## config.mk

```make
export PLATFORM = sky130hd
export DESIGN_NAME = ip1_argmax
export DESIGN_NICKNAME = d
export VERILOG_FILES = /design/src/rtl/ip1_argmax_pkg.sv /design/src/rtl/argmax_cmp_unit.sv /design/src/rtl/ip1_argmax.sv
export SDC_FILE = /design/constraint.sdc
export NUM_CORES = 1
export LEC_CHECK = 0
export BUFFER_PORTS_ARGS = -buffer_cell sky130_fd_sc_hd__buf_2
export CAP_MARGIN = 5
export CORE_MARGIN = 2
export CORE_UTILIZATION = 35
export DETAILED_ROUTE_END_ITERATION = 16
export HOLD_SLACK_MARGIN = 0.02
export PLACE_DENSITY = 0.57
export SYNTH_ARGS = -nofsm -noshare
export SYNTH_HDL_FRONTEND = slang
export SYNTH_SLANG_ARGS = --single-unit
export TNS_END_PERCENT = 100
```

## constraint.sdc

```tcl
create_clock -name clk -period 7.2 [get_ports clk]
set_clock_uncertainty 0.2 [all_clocks]
set_input_delay 0.36 -clock clk [delete_from_list [all_inputs] [get_ports clk]]
set_output_delay 0.36 -clock clk [all_outputs]
set_load 0.03 [all_outputs]
```

## src/rtl/ip1_argmax_pkg.sv

```systemverilog
// Shared types and default constants for the ip1 argmax classification stage.
// The defaults match the 10-way fully-connected layer feeding this block.
package ip1_argmax_pkg;

   localparam int NUM_CLASSES_DEF = 10;
   localparam int DW_DEF          = 16;
   localparam int IDX_W_DEF       = 4;

   typedef enum logic [1:0] {
      IDLE    = 2'd0,
      COLLECT = 2'd1,
      OUT     = 2'd2
   } state_t;

   // Control of the compare unit: start a new blob, fold in a beat, or keep state.
   typedef enum logic [1:0] {
      OP_HOLD   = 2'd0,
      OP_LOAD   = 2'd1,
      OP_UPDATE = 2'd2
   } cmp_op_t;

endpackage

```

## src/rtl/argmax_cmp_unit.sv

```systemverilog
// Running-maximum datapath: max/idx registers, signed compare, beat counter
// and overflow flag, plus the length-error flag computed for the last beat.
module argmax_cmp_unit
   import ip1_argmax_pkg::*;
#(
   parameter int NUM_CLASSES = NUM_CLASSES_DEF,
   parameter int DW          = DW_DEF,
   parameter int IDX_W       = IDX_W_DEF
) (
   input  logic                 clk,
   input  logic                 rst,
   input  cmp_op_t              op,
   input  logic signed [DW-1:0] din,
   output logic signed [DW-1:0] max_score,
   output logic [IDX_W-1:0]     max_idx,
   output logic                 err
);

   logic [IDX_W-1:0]     cnt, cnt_n;
   logic                 ovf, ovf_n;
   logic signed [DW-1:0] max_n;
   logic [IDX_W-1:0]     idx_n;
   logic                 err_n;
   logic                 full;

   assign full = (cnt == IDX_W'(NUM_CLASSES));

   always_comb begin
      max_n = max_score;
      idx_n = max_idx;
      cnt_n = cnt;
      ovf_n = ovf;
      case (op)
         OP_LOAD: begin
            max_n = din;
            idx_n = '0;
            cnt_n = IDX_W'(1);
            ovf_n = 1'b0;
         end
         OP_UPDATE: begin
            // Excess beats are not compared; the counter stays saturated.
            if (full) begin
               ovf_n = 1'b1;
            end else begin
               if (din > max_score) begin
                  max_n = din;
                  idx_n = cnt;
               end
               cnt_n = cnt + IDX_W'(1);
            end
         end
         default: ;
      endcase
      // Only meaningful on the eop beat; it is then held while the result waits.
      err_n = (op == OP_HOLD) ? err : (ovf_n | (cnt_n != IDX_W'(NUM_CLASSES)));
   end

   always_ff @(posedge clk or negedge rst) begin
      if (!rst) begin
         max_score <= '0;
         max_idx   <= '0;
         cnt       <= '0;
         ovf       <= 1'b0;
         err       <= 1'b0;
      end else begin
         max_score <= max_n;
         max_idx   <= idx_n;
         cnt       <= cnt_n;
         ovf       <= ovf_n;
         err       <= err_n;
      end
   end

endmodule

```

## src/rtl/ip1_argmax.sv

```systemverilog
// Argmax over one blob of NUM_CLASSES signed scores; reports the winning index,
// its score and a length-error flag on a valid/ready result port.
module ip1_argmax
   import ip1_argmax_pkg::*;
#(
   parameter int NUM_CLASSES = NUM_CLASSES_DEF,
   parameter int DW          = DW_DEF,
   parameter int IDX_W       = IDX_W_DEF
) (
   input  logic             clk,
   input  logic             rst,
   output logic             blob_din_rdy,
   input  logic             blob_din_en,
   input  logic             blob_din_eop,
   input  logic [DW-1:0]    blob_din,
   output logic             class_valid,
   input  logic             class_ready,
   output logic [IDX_W-1:0] class_idx,
   output logic [DW-1:0]    class_score,
   output logic             class_err,
   output state_t           dbg_state
);

   // Handshakes: the producer waits for blob_din_rdy once, then streams the whole
   // blob with blob_din_en (no per-beat backpressure; eop marks the last beat).
   // The result transfers on a cycle where class_valid and class_ready are both
   // high; class_valid stays up with stable payload until that happens.

   state_t  state, state_next;
   cmp_op_t op;
   logic    signed [DW-1:0] max_score;

   always_comb begin
      state_next = state;
      op         = OP_HOLD;
      case (state)
         IDLE: begin
            if (blob_din_en) begin
               op         = OP_LOAD;
               state_next = blob_din_eop ? OUT : COLLECT;
            end
         end
         COLLECT: begin
            if (blob_din_en) begin
               op = OP_UPDATE;
               if (blob_din_eop) state_next = OUT;
            end
         end
         OUT: begin
            // Beats arriving here violate the protocol and are dropped.
            if (class_ready) state_next = IDLE;
         end
         default: state_next = IDLE;
      endcase
   end

   always_ff @(posedge clk or negedge rst) begin
      if (!rst) begin
         state        <= IDLE;
         blob_din_rdy <= 1'b0;
      end else begin
         state        <= state_next;
         blob_din_rdy <= (state_next == IDLE);
      end
   end

   argmax_cmp_unit #(
      .NUM_CLASSES (NUM_CLASSES),
      .DW          (DW),
      .IDX_W       (IDX_W)
   ) u_cmp (
      .clk       (clk),
      .rst       (rst),
      .op        (op),
      .din       (blob_din),
      .max_score (max_score),
      .max_idx   (class_idx),
      .err       (class_err)
   );

   assign class_score = max_score;
   assign class_valid = (state == OUT);
   assign dbg_state   = state;

endmodule

```

==> results.py, run 1 <==
metrics = {
    "outcome": {
        "outcome": "finished, final reports clean",
    },
    "clock_network": {
        "clk_path_buf_depth": 2,
        "cts-htree-levels": 2,
        "clkSinkCount": 29,
        "root_buffer": "clkbuf_8",
        "cts_buffers": 5,
        "clock_latency_ns": 0.28,
        "cts_tree": "built",
        "clk_pin_slew_ns": 0.06,
    },
    "routing": {
        "vias": 1254,
        "drt_first_iter_violations": 37,
        "wirelength_um": 3300,
        "drcViolationCount": 0,
        "viasPerCell": 4.88,
        "avgRoutedWirePerCell_um": 12.9,
        "ant_nets": 0,
        "first_pass_iters": 4,
    },
    "power": {
        "irDropWorstVdd_mv": 0.103,
        "p_seq_frac": 0.345,
        "powerDensity_nw_per_um2": 346,
        "leakage_nw": 1.12,
        "p_clk_frac": 0.206,
        "p_sw_w": 0.000288,
        "sw_frac_of_total": 0.400,
        "p_comb_frac": 0.448,
        "p_int_w": 0.000432,
    },
    "min_path": {
        "hp-class": "in -> reg",
        "min_from": "blob_din[13]",
    },
    "timing": {
        "setup_viol": 0,
        "drv_slew": 0,
        "slew_headroom": 0.513,
        "hold_violations": 0,
        "min_period_ns": 3.25,
        "fmax_ghz": 0.308,
        "finalSetupTns_ns": 0,
        "min_period_over_period": 0.451,
        "worstMarginPinSlew_ns": 0.730,
        "rsz0062_at_grt": "no",
    },
    "placement": {
        "dp_hpwl_um": 2540,
        "place.gp.congestion": 0.729,
        "port_buffers": 45,
    },
    "setup_path": {
        "critPathLaunchType": "register",
        "critPathMaxFanout": 11,
        "cp.arrival_ns": 3.21,
        "endpoint_kind": "register",
        "timing_worst_setup_path_type": "reg -> reg",
        "crit_start": "u_cmp.max_score[15]$_DFFE_PN0P_",
        "required_ns": 7.16,
        "rr_startpoint": "u_cmp.max_score[15]$_DFFE_PN0P_",
    },
    "layout": {
        "syn_to_final_growth_pct": 22.8,
        "drive_gt1_frac": 0.360,
        "antenna_cells": 0,
        "final_nets": 241,
        "utilization": 0.443,
    },
    "run": {
        "maxCapViolCount": 0,
    },
    "floorplan": {
        "die_h_um": 73.5,
        "initial_utilization": 0.361,
        "pin_count": 46,
        "rows": 25,
        "chipWidth_um": 73.5,
        "core_area_um2": 4690,
        "die_area_um2": 5410,
    },
    "yosys": {
        "synthTopCellsByArea": "dfrtp_1 (43%), mux2_4 (14%), ha_1 (13%), inv_1 (3.8%), a21oi_1 (3.0%)",
        "synth_top_area_frac": 0.429,
        "yosys.area.top_type": "dfrtp_1",
        "syn_area_um2": 1690,
        "syn-num-nets": 190,
        "synth-seq-cells": 29,
        "ys_warn_count": 0,
        "synthesis.instances": 151,
        "synth_seq_area_share": 0.429,
        "avgSynthCellArea_um2": 11.2,
        "ys_types": 32,
    },
    "global_route": {
        "grt_pass1_vias": 1329,
        "grt_max_degree": 30,
        "gr-usage-all-layers": 0.141,
        "grt_antenna_before_repair": 0,
        "grt_pass1_wl_um": 5820,
        "grt_overflow": 0,
    },
}
## flip-flops by register name (all words and copies together), names as in the netlist
name,count
u_cmp.err,1
dbg_state,2
u_cmp.max_score,16
u_cmp.ovf,1
blob_din_rdy,1
u_cmp.cnt,4
u_cmp.max_idx,4
## final timing paths
path,endpoint,slack (ns),depth (start not counted)
max in group asynchronous,u_cmp.ovf$_DFF_PN0_,5.95,2
min in group asynchronous,u_cmp.max_score[11]$_DFFE_PN0P_,0.44,2
worst max register to register,u_cmp.max_score[2]$_DFFE_PN0P_,3.95,9
worst min-delay path,u_cmp.max_score[13]$_DFFE_PN0P_,0.13,2
worst max-delay path,u_cmp.max_score[2]$_DFFE_PN0P_,3.95,9
worst min register to register,u_cmp.max_idx[3]$_DFFE_PN0P_,0.30,1
## per-layer routing
metal	part of all wire	global-route usage	vias to the layer above
li1	-	-	632
met1	0.48	0.179	583
met2	0.45	0.220	33
met3	0.056	0.0494	6
met4	0.013	0.0545	0
met5	0	0	-
## synthesized netlist by cell type, drive strengths merged
| library cell | number |
|---|---|
| o211ai | 1 |
| buf | 2 |
| and4 | 1 |
| nor4 | 1 |
| clkbuf | 1 |
| o32a | 1 |
| or3 | 1 |
| a21boi | 1 |
| inv | 17 |
| and3b | 1 |
| a22o | 5 |
| o31a | 1 |
| nand3b | 1 |
| nor3 | 4 |
| nand3 | 1 |
| nand2 | 8 |
| nor2b | 5 |
| mux2 | 16 |
| o21ai | 6 |
| a211oi | 1 |
| nor2 | 8 |
| a211o | 1 |
| nand4 | 3 |
| a21oi | 11 |
| a21o | 2 |
| ha | 18 |
| a2111o | 1 |
| dfrtp | 29 |
| nand2b | 3 |
## power groups by stage
stage | registers [W] | clock network (W) | logic (W)
2_1_floorplan | 0.000321 | 0 | 0.000173
3_3_place_gp | 0.000252 | 0 | 0.000323
3_5_place_dp | 0.000251 | 0 | 0.000327
4_1_cts | 0.000249 | 0.000154 | 0.000328
5_1_grt | 0.000256 | 0.000162 | 0.000360
6_report | 0.000248 | 0.000148 | 0.000323
## worst max-delay path, stage by stage (launching register included)
cell and delay (ns):
dfrtp_1 0.38, inv_1 0.06, ha_1 0.32, nand4_2 0.15, nor3_2 0.06, a2111o_1 0.40, o31a_1 0.32, a21oi_2 0.58
buf_4 0.35, mux2_4 0.32
## cell families after synthesis
logic type | after synthesis | synth area share
AO/OA/AOI/OAI | 31 | 0.123
adder cells (fa/ha/maj) | 18 | 0.133
buffers and inverters | 20 | 0.0532
flip-flops | 29 | 0.429
multiplexers | 16 | 0.142
AND/OR/NAND/NOR | 37 | 0.120
## cells in the final DEF, fill, tap and decap left out, types with 5 or more instances in the layout
cell      instances
a21oi_1          10
a22o_1            5
buf_2            45
clkbuf_8          7
dfrtp_1          29
ha_1             18
inv_1            17
mux2_4           16
nand2_1           8
nor2_1            8
nor2b_1           5
o21ai_0           6
## stage by stage
stage	setup slack, ns	hold WS (ns)	power [W]	instances	instance area, µm²
finish	3.95	0.126	0.000720	257	2080
global route	3.74	0.125	0.000778	257	2080
CTS	3.93	0.122	0.000730	257	2080
detailed placement	3.85	0.236	0.000578	248	1970
global placement	3.87	0.231	0.000575	248	1970
floorplan	4.45	-0.136	0.000494	151	1690
## area by class of cell
type | count | area (µm²)
clock buffer | 7 | 96.3
clock inverter | 1 | 5.00
fill | 462 | 2610
inverter | 17 | 63.8
multi-input combinational | 102 | 877
sequential | 29 | 726
tap | 54 | 67.6
timing repair buffer | 47 | 243
## timing repair
action                                 in CTS  in global routing
endpoints found under the hold margin      29                  0
buffers inserted                            0                  0
gates resized for setup                     0                  0
hold buffers                                1                  0
Note: power is estimated with default switching activity, not from simulation.
==> run 2, diff against run 1 <==
--- a/config.mk
+++ b/config.mk
@@ -5,13 +5,14 @@
 export SDC_FILE = /design/constraint.sdc
 export NUM_CORES = 1
 export LEC_CHECK = 0
+export ABC_AREA = 1
 export BUFFER_PORTS_ARGS = -buffer_cell sky130_fd_sc_hd__buf_2
 export CAP_MARGIN = 5
 export CORE_MARGIN = 2
 export CORE_UTILIZATION = 35
 export DETAILED_ROUTE_END_ITERATION = 16
 export HOLD_SLACK_MARGIN = 0.02
-export PLACE_DENSITY = 0.57
+export PLACE_DENSITY = 0.59
 export SYNTH_ARGS = -nofsm -noshare
 export SYNTH_HDL_FRONTEND = slang
 export SYNTH_SLANG_ARGS = --single-unit
==> constraint.sdc (replaced) <==
create_clock -name clk -period 2.6 [get_ports clk]
set_clock_uncertainty 0.2 [all_clocks]
set_input_delay 0.13 -clock clk [delete_from_list [all_inputs] [get_ports clk]]
set_output_delay 0.13 -clock clk [all_outputs]
set_load 0.03 [all_outputs]
==> run 2 against run 1 <==
  * Largest power group unchanged
  * First-iteration DRC count up 70%
  * Critical path depth up 6
  * Setup slack worse by 3.7 ns
  * Clock power rose to 2.5 times the previous value
  * Synthesized cell count up 44%
  * Register-to-register slack worse by 3.6 ns
  * Hold slack worse by 0.089 ns
  * Design area up 13%
  * Core utilization up 5.0 points
  * Final cell count up 39%
  * Sequential share of layout area down 4.1 points
  * Non-clock buffer count up 23
==> results.py, run 2 <==
metrics = {
    "power": {
        "p_clk_frac": 0.160,
        "p_int_w": 0.00125,
        "irDropWorstVdd_mv": 0.347,
        "sw_frac_of_total": 0.464,
        "p_seq_frac": 0.314,
        "p_sw_w": 0.00108,
        "p_comb_frac": 0.526,
        "powerDensity_nw_per_um2": 986,
        "leakage_nw": 1.30,
    },
    "layout": {
        "reg_top3": "u_cmp.max_score x16, u_cmp.cnt x4, u_cmp.max_idx x4",
        "syn_to_final_growth_pct": 33.4,
        "final_common_cell": "buf_2",
        "top_register": "u_cmp.max_score",
        "antenna_cells": 0,
        "final_nets": 328,
        "final_cell_mix": "buf_2 (45), nand2_1 (41), inv_1 (30)",
        "nFillCells": 483,
        "drive_gt1_frac": 0.301,
        "largest_reg_flops": 16,
    },
    "setup_path": {
        "path_cells": "dlygate4sd3_1 -> buf_2 -> ha_1 -> nand2_1 -> nand2_1 -> nand3_1 -> nand2_1 -> a21oi_1 -> nand2_1 -> nand2_1 -> nand3_2 -> nand2_2 -> buf_4 -> nand2_2 -> nand2_2",
        "critPathMaxFanout": 11,
        "timing_worst_setup_path_type": "in -> reg",
        "r2r-end": "u_cmp.max_idx[0]$_DFFE_PN0P_",
        "rr_startpoint": "u_cmp.max_score[15]$_DFFE_PN0P_",
        "critical-path-max-stage-delay_ns": 0.56,
        "required_ns": 2.61,
        "endpoint_kind": "register",
        "crit_top_cell": "nand2_1",
        "critPathTopFamily": "buffers and inverters",
        "cp_slowest_cell": "dlygate4sd3_1",
        "rrSetupSlack_ns": 0.36,
        "critPathLaunchType": "input pin",
        "cp.arrival_ns": 2.36,
        "path_buf_inv": 3,
        "rr_worst_depth": 12,
    },
    "clock_network": {
        "clock_latency_ns": 0.28,
        "cts_tree": "built",
        "root_buffer": "clkbuf_8",
        "clk_pin_slew_ns": 0.06,
        "cts_buffers": 5,
        "clkSinkCount": 29,
        "clk_path_buf_depth": 2,
        "cts-htree-levels": 2,
    },
    "yosys": {
        "synth_seq_area_share": 0.410,
        "syn_area_um2": 1770,
        "muxShareOfSynthArea": 0,
        "synth_top_area_frac": 0.410,
        "synth_xor_area_frac": 0.0149,
        "synthArstFlopShare": 1.00,
        "synth_compound_area_frac": 0.0453,
        "syn-num-nets": 257,
        "ys_warn_count": 0,
        "yosys.area.top_type": "dfrtp_1",
        "synth_top_family_by_area": "simple AND/OR/NAND/NOR gates",
        "synth_most_common_cell": "nand2_1",
        "ys_types": 24,
        "synth-seq-cells": 29,
        "ys.flop_type": "dfrtp_1",
        "avgSynthCellArea_um2": 8.11,
        "synthesis.instances": 218,
        "synth_edf_count": 0,
        "ys_top_cells_by_count": "nand2_1 (41), inv_1 (30), dfrtp_1 (29)",
        "synthSimpleGateAreaFrac": 0.302,
        "synth_fa_ha_area_frac": 0.127,
        "synthTopCellsByArea": "dfrtp_1 (41%), ha_1 (13%), nand2_2 (8.8%), nand2_1 (8.7%), nand3_1 (7.1%)",
    },
    "timing": {
        "fmax_ghz": 0.427,
        "min_period_ns": 2.34,
        "fin_hold_ws_ns": 0.0376,
        "min_period_over_period": 0.901,
        "setup_viol": 0,
        "rsz0062_at_grt": "no",
        "drv_slew": 0,
        "worstMarginPinSlew_ns": 0.657,
        "finalSetupTns_ns": 0,
        "hold_violations": 0,
        "slew_headroom": 0.562,
    },
    "global_route": {
        "grt_max_degree": 30,
        "grt_antenna_before_repair": 0,
        "grt_pass1_vias": 1636,
        "gr-usage-all-layers": 0.161,
        "grt_pass1_wl_um": 6900,
        "grt_overflow": 0,
    },
    "routing": {
        "ant_nets": 0,
        "drt_first_iter_violations": 63,
        "viasPerCell": 4.42,
        "first_pass_iters": 4,
        "drcViolationCount": 0,
        "vias": 1572,
        "wirelength_um": 3930,
        "avgRoutedWirePerCell_um": 11.0,
    },
    "min_path": {
        "hold_end": "blob_din_rdy$_DFF_PN0_",
        "min_from": "blob_din_eop",
        "hp-class": "in -> reg",
        "holdPathStages": 4,
    },
    "run": {
        "maxCapViolCount": 0,
    },
    "floorplan": {
        "pin_count": 46,
        "chipWidth_um": 75.1,
        "die_h_um": 75.1,
        "die_area_um2": 5640,
        "initial_utilization": 0.369,
        "rows": 25,
        "core_area_um2": 4790,
    },
    "outcome": {
        "outcome": "finished, final reports clean",
    },
    "placement": {
        "place.gp.congestion": 0.817,
        "port_buffers": 45,
        "dp_hpwl_um": 2860,
    },
}
==> run 2: cell count changes after synthesis, moves of 8 or more <==
cell	previous run	this run
nand2_1	8	41
nand2_2	0	25
nand3_1	1	25
mux2_4	16	0
inv_1	17	30
nor2_1	8	16
==> run 2: routing by layer <==
metal / share of wire / global-route usage / wire length, µm
met2: 0.50 / 0.269 / 1960
met5: 0 / 0 / 0
met3: 0.041 / 0.0415 / 162
met1: 0.43 / 0.195 / 1710
met4: 0.024 / 0.0734 / 96
==> run 2: cell type report <==
type / count / area, µm² / share of cell area
clock buffers: 7 / 86.3 / 0.0366
well taps: 67 / 83.8 / 0.0355
flip-flops and latches: 29 / 726 / 0.308
multi-input cells: 148 / 866 / 0.367
repair buffers: 70 / 465 / 0.197
inverters: 35 / 131 / 0.0557
==> run 2: power by group through the flow <==
| stage | Sequential [W] | Combinational, W | Clock [W] |
|---|---|---|---|
| 6_report | 0.000731 | 0.00122 | 0.000372 |
| 5_1_grt | 0.000756 | 0.00139 | 0.000404 |
| 4_1_cts | 0.000733 | 0.00124 | 0.000383 |
| 2_1_floorplan | 0.000992 | 0.000645 | 0 |
| 3_3_place_gp | 0.000740 | 0.00120 | 0 |
| 3_5_place_dp | 0.000741 | 0.00121 | 0 |
==> run 2: worst register-to-register path, cell delays in order (launching register included) <==
cell and delay [ns]:
dfrtp_1 0.38, inv_1 0.06, ha_1 0.33, a21oi_1 0.16
o21ai_1 0.08, a21oi_1 0.18, nand2_1 0.08, nand2_1 0.07
nand3_2 0.18, nand2_2 0.12, buf_4 0.22, nand2_2 0.07
nand2_2 0.05
==> run 2: cells by family (layout without fill, tap and decap cells) <==
logic type	Yosys count	after routing
buffers and inverters	41	112
xor gates and xnor gates	3	3
AOI/OAI and AO/OA	14	14
and+or+nand+nor	113	113
adders and majority gates	18	18
DFF	29	29
==> run 2: worst max-delay path by stage <==
stage                               startpoint                             end  depth (start not counted)
4_1_cts                           blob_din[15]    u_cmp.max_idx[1]$_DFFE_PN0P_                         13
3_5_place_dp   u_cmp.max_score[15]$_DFFE_PN0P_    u_cmp.max_idx[0]$_DFFE_PN0P_                         12
2_1_floorplan  u_cmp.max_score[15]$_DFFE_PN0P_    u_cmp.max_idx[0]$_DFFE_PN0P_                         11
3_3_place_gp   u_cmp.max_score[15]$_DFFE_PN0P_  u_cmp.max_score[3]$_DFFE_PN0P_                         12
5_1_grt                           blob_din[15]    u_cmp.max_idx[3]$_DFFE_PN0P_                         13
6_report                           blob_din[9]    u_cmp.max_idx[0]$_DFFE_PN0P_                         15
==> run 2: what timing repair did <==
action | in CTS | in global routing
setup buffers | 0 | 0
gates resized for setup | 0 | 0
hold buffers | 21 | 0
endpoints found under the hold margin | 48 | 0
==> run 2: stage by stage <==
stage | util | total power, W | worst slack [ns] | area, µm² | cells
3_5_place_dp | 0.431 | 0.00195 | 0.372 | 2060 | 328
2_1_floorplan | - | 0.00164 | 0.536 | 1770 | 218
6_report | 0.493 | 0.00233 | 0.256 | 2360 | 356
5_1_grt | 0.493 | 0.00255 | 0.0602 | 2360 | 356
4_1_cts | 0.493 | 0.00236 | 0.241 | 2360 | 356
3_3_place_gp | 0.431 | 0.00194 | 0.431 | 2060 | 328
==> run 3, diff against run 2 <==
--- a/config.mk
+++ b/config.mk
@@ -8,7 +8,7 @@
 export ABC_AREA = 1
 export BUFFER_PORTS_ARGS = -buffer_cell sky130_fd_sc_hd__buf_2
 export CAP_MARGIN = 5
-export CORE_MARGIN = 2
+export CORE_MARGIN = 1.5
 export CORE_UTILIZATION = 35
 export DETAILED_ROUTE_END_ITERATION = 16
 export HOLD_SLACK_MARGIN = 0.02
==> run 3 against run 2 <==
  * Final cell count increased by 0.28%
  * Non-clock buffer count unchanged
  * Total power decreased by 0.63%
  * Highest routed layer unchanged
  * Sequential cell count unchanged
  * Setup slack improved by 0.010 ns
  * Sequential power about the same
  * Clock power decreased by 4%
  * Critical path depth decreased by 2
  * Fmax increased by 0.44%
  * Via count decreased by 1.1%
  * First-iteration DRC count increased by 25%
  * Critical path type unchanged
  * Sequential share of layout area about the same
==> results.py, run 3 (synthesized netlist as in run 2, its figures left out) <==
metrics = {
    "outcome": {
        "outcome": "finished, final reports clean",
    },
    "routing": {
        "viasPerCell": 4.36,
        "vias": 1555,
        "drcViolationCount": 0,
        "drt_first_iter_violations": 79,
        "first_pass_iters": 4,
        "ant_nets": 0,
        "wirelength_um": 3950,
        "avgRoutedWirePerCell_um": 11.1,
    },
    "power": {
        "p_seq_frac": 0.316,
        "p_sw_w": 0.00109,
        "sw_frac_of_total": 0.471,
        "p_int_w": 0.00122,
        "powerDensity_nw_per_um2": 982,
        "leakage_nw": 1.31,
        "p_clk_frac": 0.154,
        "p_comb_frac": 0.529,
        "irDropWorstVdd_mv": 0.326,
    },
    "layout": {
        "final_nets": 328,
        "nFillCells": 455,
        "syn_to_final_growth_pct": 33.2,
        "drive_gt1_frac": 0.303,
        "reg_top3": "u_cmp.max_score x16, u_cmp.cnt x4, u_cmp.max_idx x4",
        "antenna_cells": 0,
        "largest_reg_flops": 16,
        "seqCellArea_um2": 726,
        "final_cell_mix": "buf_2 (45), nand2_1 (41), inv_1 (30)",
        "final_common_cell": "buf_2",
        "top_register": "u_cmp.max_score",
        "final_area_um2": 2350,
        "multi_input_area_um2": 866,
    },
    "global_route": {
        "grt_pass1_vias": 1526,
        "grt_max_degree": 30,
        "grt_antenna_before_repair": 0,
        "grt_overflow": 0,
        "grt_pass1_wl_um": 6730,
        "gr-usage-all-layers": 0.162,
    },
    "timing": {
        "worstMarginPinSlew_ns": 0.665,
        "setup_viol": 0,
        "fmax_ghz": 0.429,
        "slew_headroom": 0.556,
        "drv_slew": 0,
        "hold_violations": 0,
        "min_period_ns": 2.33,
        "rsz0062_at_grt": "no",
        "min_period_over_period": 0.897,
        "finalSetupTns_ns": 0,
    },
    "clock_network": {
        "cts_buffers": 5,
        "ctsResizeCount": 0,
        "clock_latency_ns": 0.28,
        "clk_pin_slew_ns": 0.06,
        "clkSinkCount": 29,
        "root_buffer": "clkbuf_8",
        "cts_setup_buffers": 0,
        "clk_path_buf_depth": 2,
        "cts_tree": "built",
        "cts-htree-levels": 2,
    },
    "setup_path": {
        "timing_worst_setup_path_type": "in -> reg",
        "required_ns": 2.61,
        "endpoint_kind": "register",
        "critical-path-max-stage-delay_ns": 0.53,
        "critPathLaunchType": "input pin",
        "crit_top_cell": "nand2_1",
        "path_cells": "dlygate4sd3_1 -> buf_2 -> ha_1 -> a21oi_1 -> o21ai_1 -> a21oi_1 -> nand2_1 -> nand2_1 -> nand3_2 -> nand2_2 -> buf_4 -> nand2_2 -> nand2_1",
        "cp.arrival_ns": 2.35,
        "cp_slowest_cell": "dlygate4sd3_1",
        "critPathMaxFanout": 11,
    },
    "placement": {
        "port_buffers": 45,
        "dp_hpwl_um": 2900,
        "place.gp.congestion": 0.814,
        "place_area_um2": 2060,
    },
    "floorplan": {
        "die_h_um": 74.1,
        "core_area_um2": 4790,
        "rows": 25,
        "chipWidth_um": 74.1,
        "die_area_um2": 5490,
        "pin_count": 46,
        "initial_utilization": 0.369,
    },
    "min_path": {
        "hp-class": "in -> reg",
    },
    "run": {
        "maxCapViolCount": 0,
    },
}
## run 3: changes by cell type in the layout (fill, tap and decap cells not counted)
cell / previous run / this run
clkinv_2: 0 / 2
clkbuf_8: 6 / 5
## run 3: repair_timing
item                       4_1_cts  5_1_grt
setup endpoints to repair        0        0
hold buffers                    21        0
hold endpoints to repair        48        0
## run 3: cell type report
class,count,share of cell area
clock inverter,2,0.00425
timing repair buffer,70,0.198
inverter,35,0.0558
sequential,29,0.308
tap,67,0.0356
clock buffer,6,0.0308
multi-input combinational,148,0.368
## run 3: metrics by stage
step,setup slack (ns),hold slack [ns],total power (W),utilization,std cells
after floorplan,0.536,-0.366,0.00164,-,218
after global routing,0.0608,0.0672,0.00253,0.492,357
after CTS,0.256,0.0236,0.00235,0.492,357
after global placement,0.421,0.0129,0.00194,0.431,328
after detailed placement,0.380,0.00830,0.00195,0.431,328
final,0.267,0.0336,0.00231,0.492,357
## run 3: metal layers
layer  part of all wire  GRT usage  up-vias
met5                  0          0        -
met4              0.014     0.0617        0
met3              0.036     0.0447        8
met2               0.50      0.273       28
met1               0.45      0.197      692
li1                   -          -      827
## run 3: path summary, 6_finish.rpt
path / slack (ns) / startpoint / depth (start not counted) / to
setup / recovery: 0.27 / blob_din[15] / 13 / u_cmp.max_score[8]$_DFFE_PN0P_
hold / removal: 0.03 / blob_din_eop / 4 / blob_din_rdy$_DFF_PN0_
setup reg to reg: 0.39 / u_cmp.max_score[15]$_DFFE_PN0P_ / 12 / u_cmp.max_score[8]$_DFFE_PN0P_
hold reg to reg: 0.30 / u_cmp.err$_DFFE_PN0P_ / 2 / u_cmp.err$_DFFE_PN0P_
max in group asynchronous: 1.54 / rst / 2 / u_cmp.max_score[9]$_DFFE_PN0P_
min in group asynchronous: 0.22 / rst / 2 / u_cmp.max_score[12]$_DFFE_PN0P_
## run 3: power groups by stage
stage | clock network [W] | logic [W] | registers (W)
6_report | 0.000357 | 0.00122 | 0.000731
5_1_grt | 0.000391 | 0.00138 | 0.000759
4_1_cts | 0.000371 | 0.00124 | 0.000733
3_5_place_dp | 0 | 0.00121 | 0.000740
3_3_place_gp | 0 | 0.00120 | 0.000740
2_1_floorplan | 0 | 0.000645 | 0.000992
## run 3: worst max-delay path: cells and delay by family
| kind | cells | cell delay [ns] |
|---|---|---|
| AO/OA/AOI/OAI | 3 | 0.42 |
| adder cells (fa/ha/maj) | 1 | 0.36 |
| buffers and inverters | 3 | 0.89 |
| AND/OR/NAND/NOR | 6 | 0.55 |
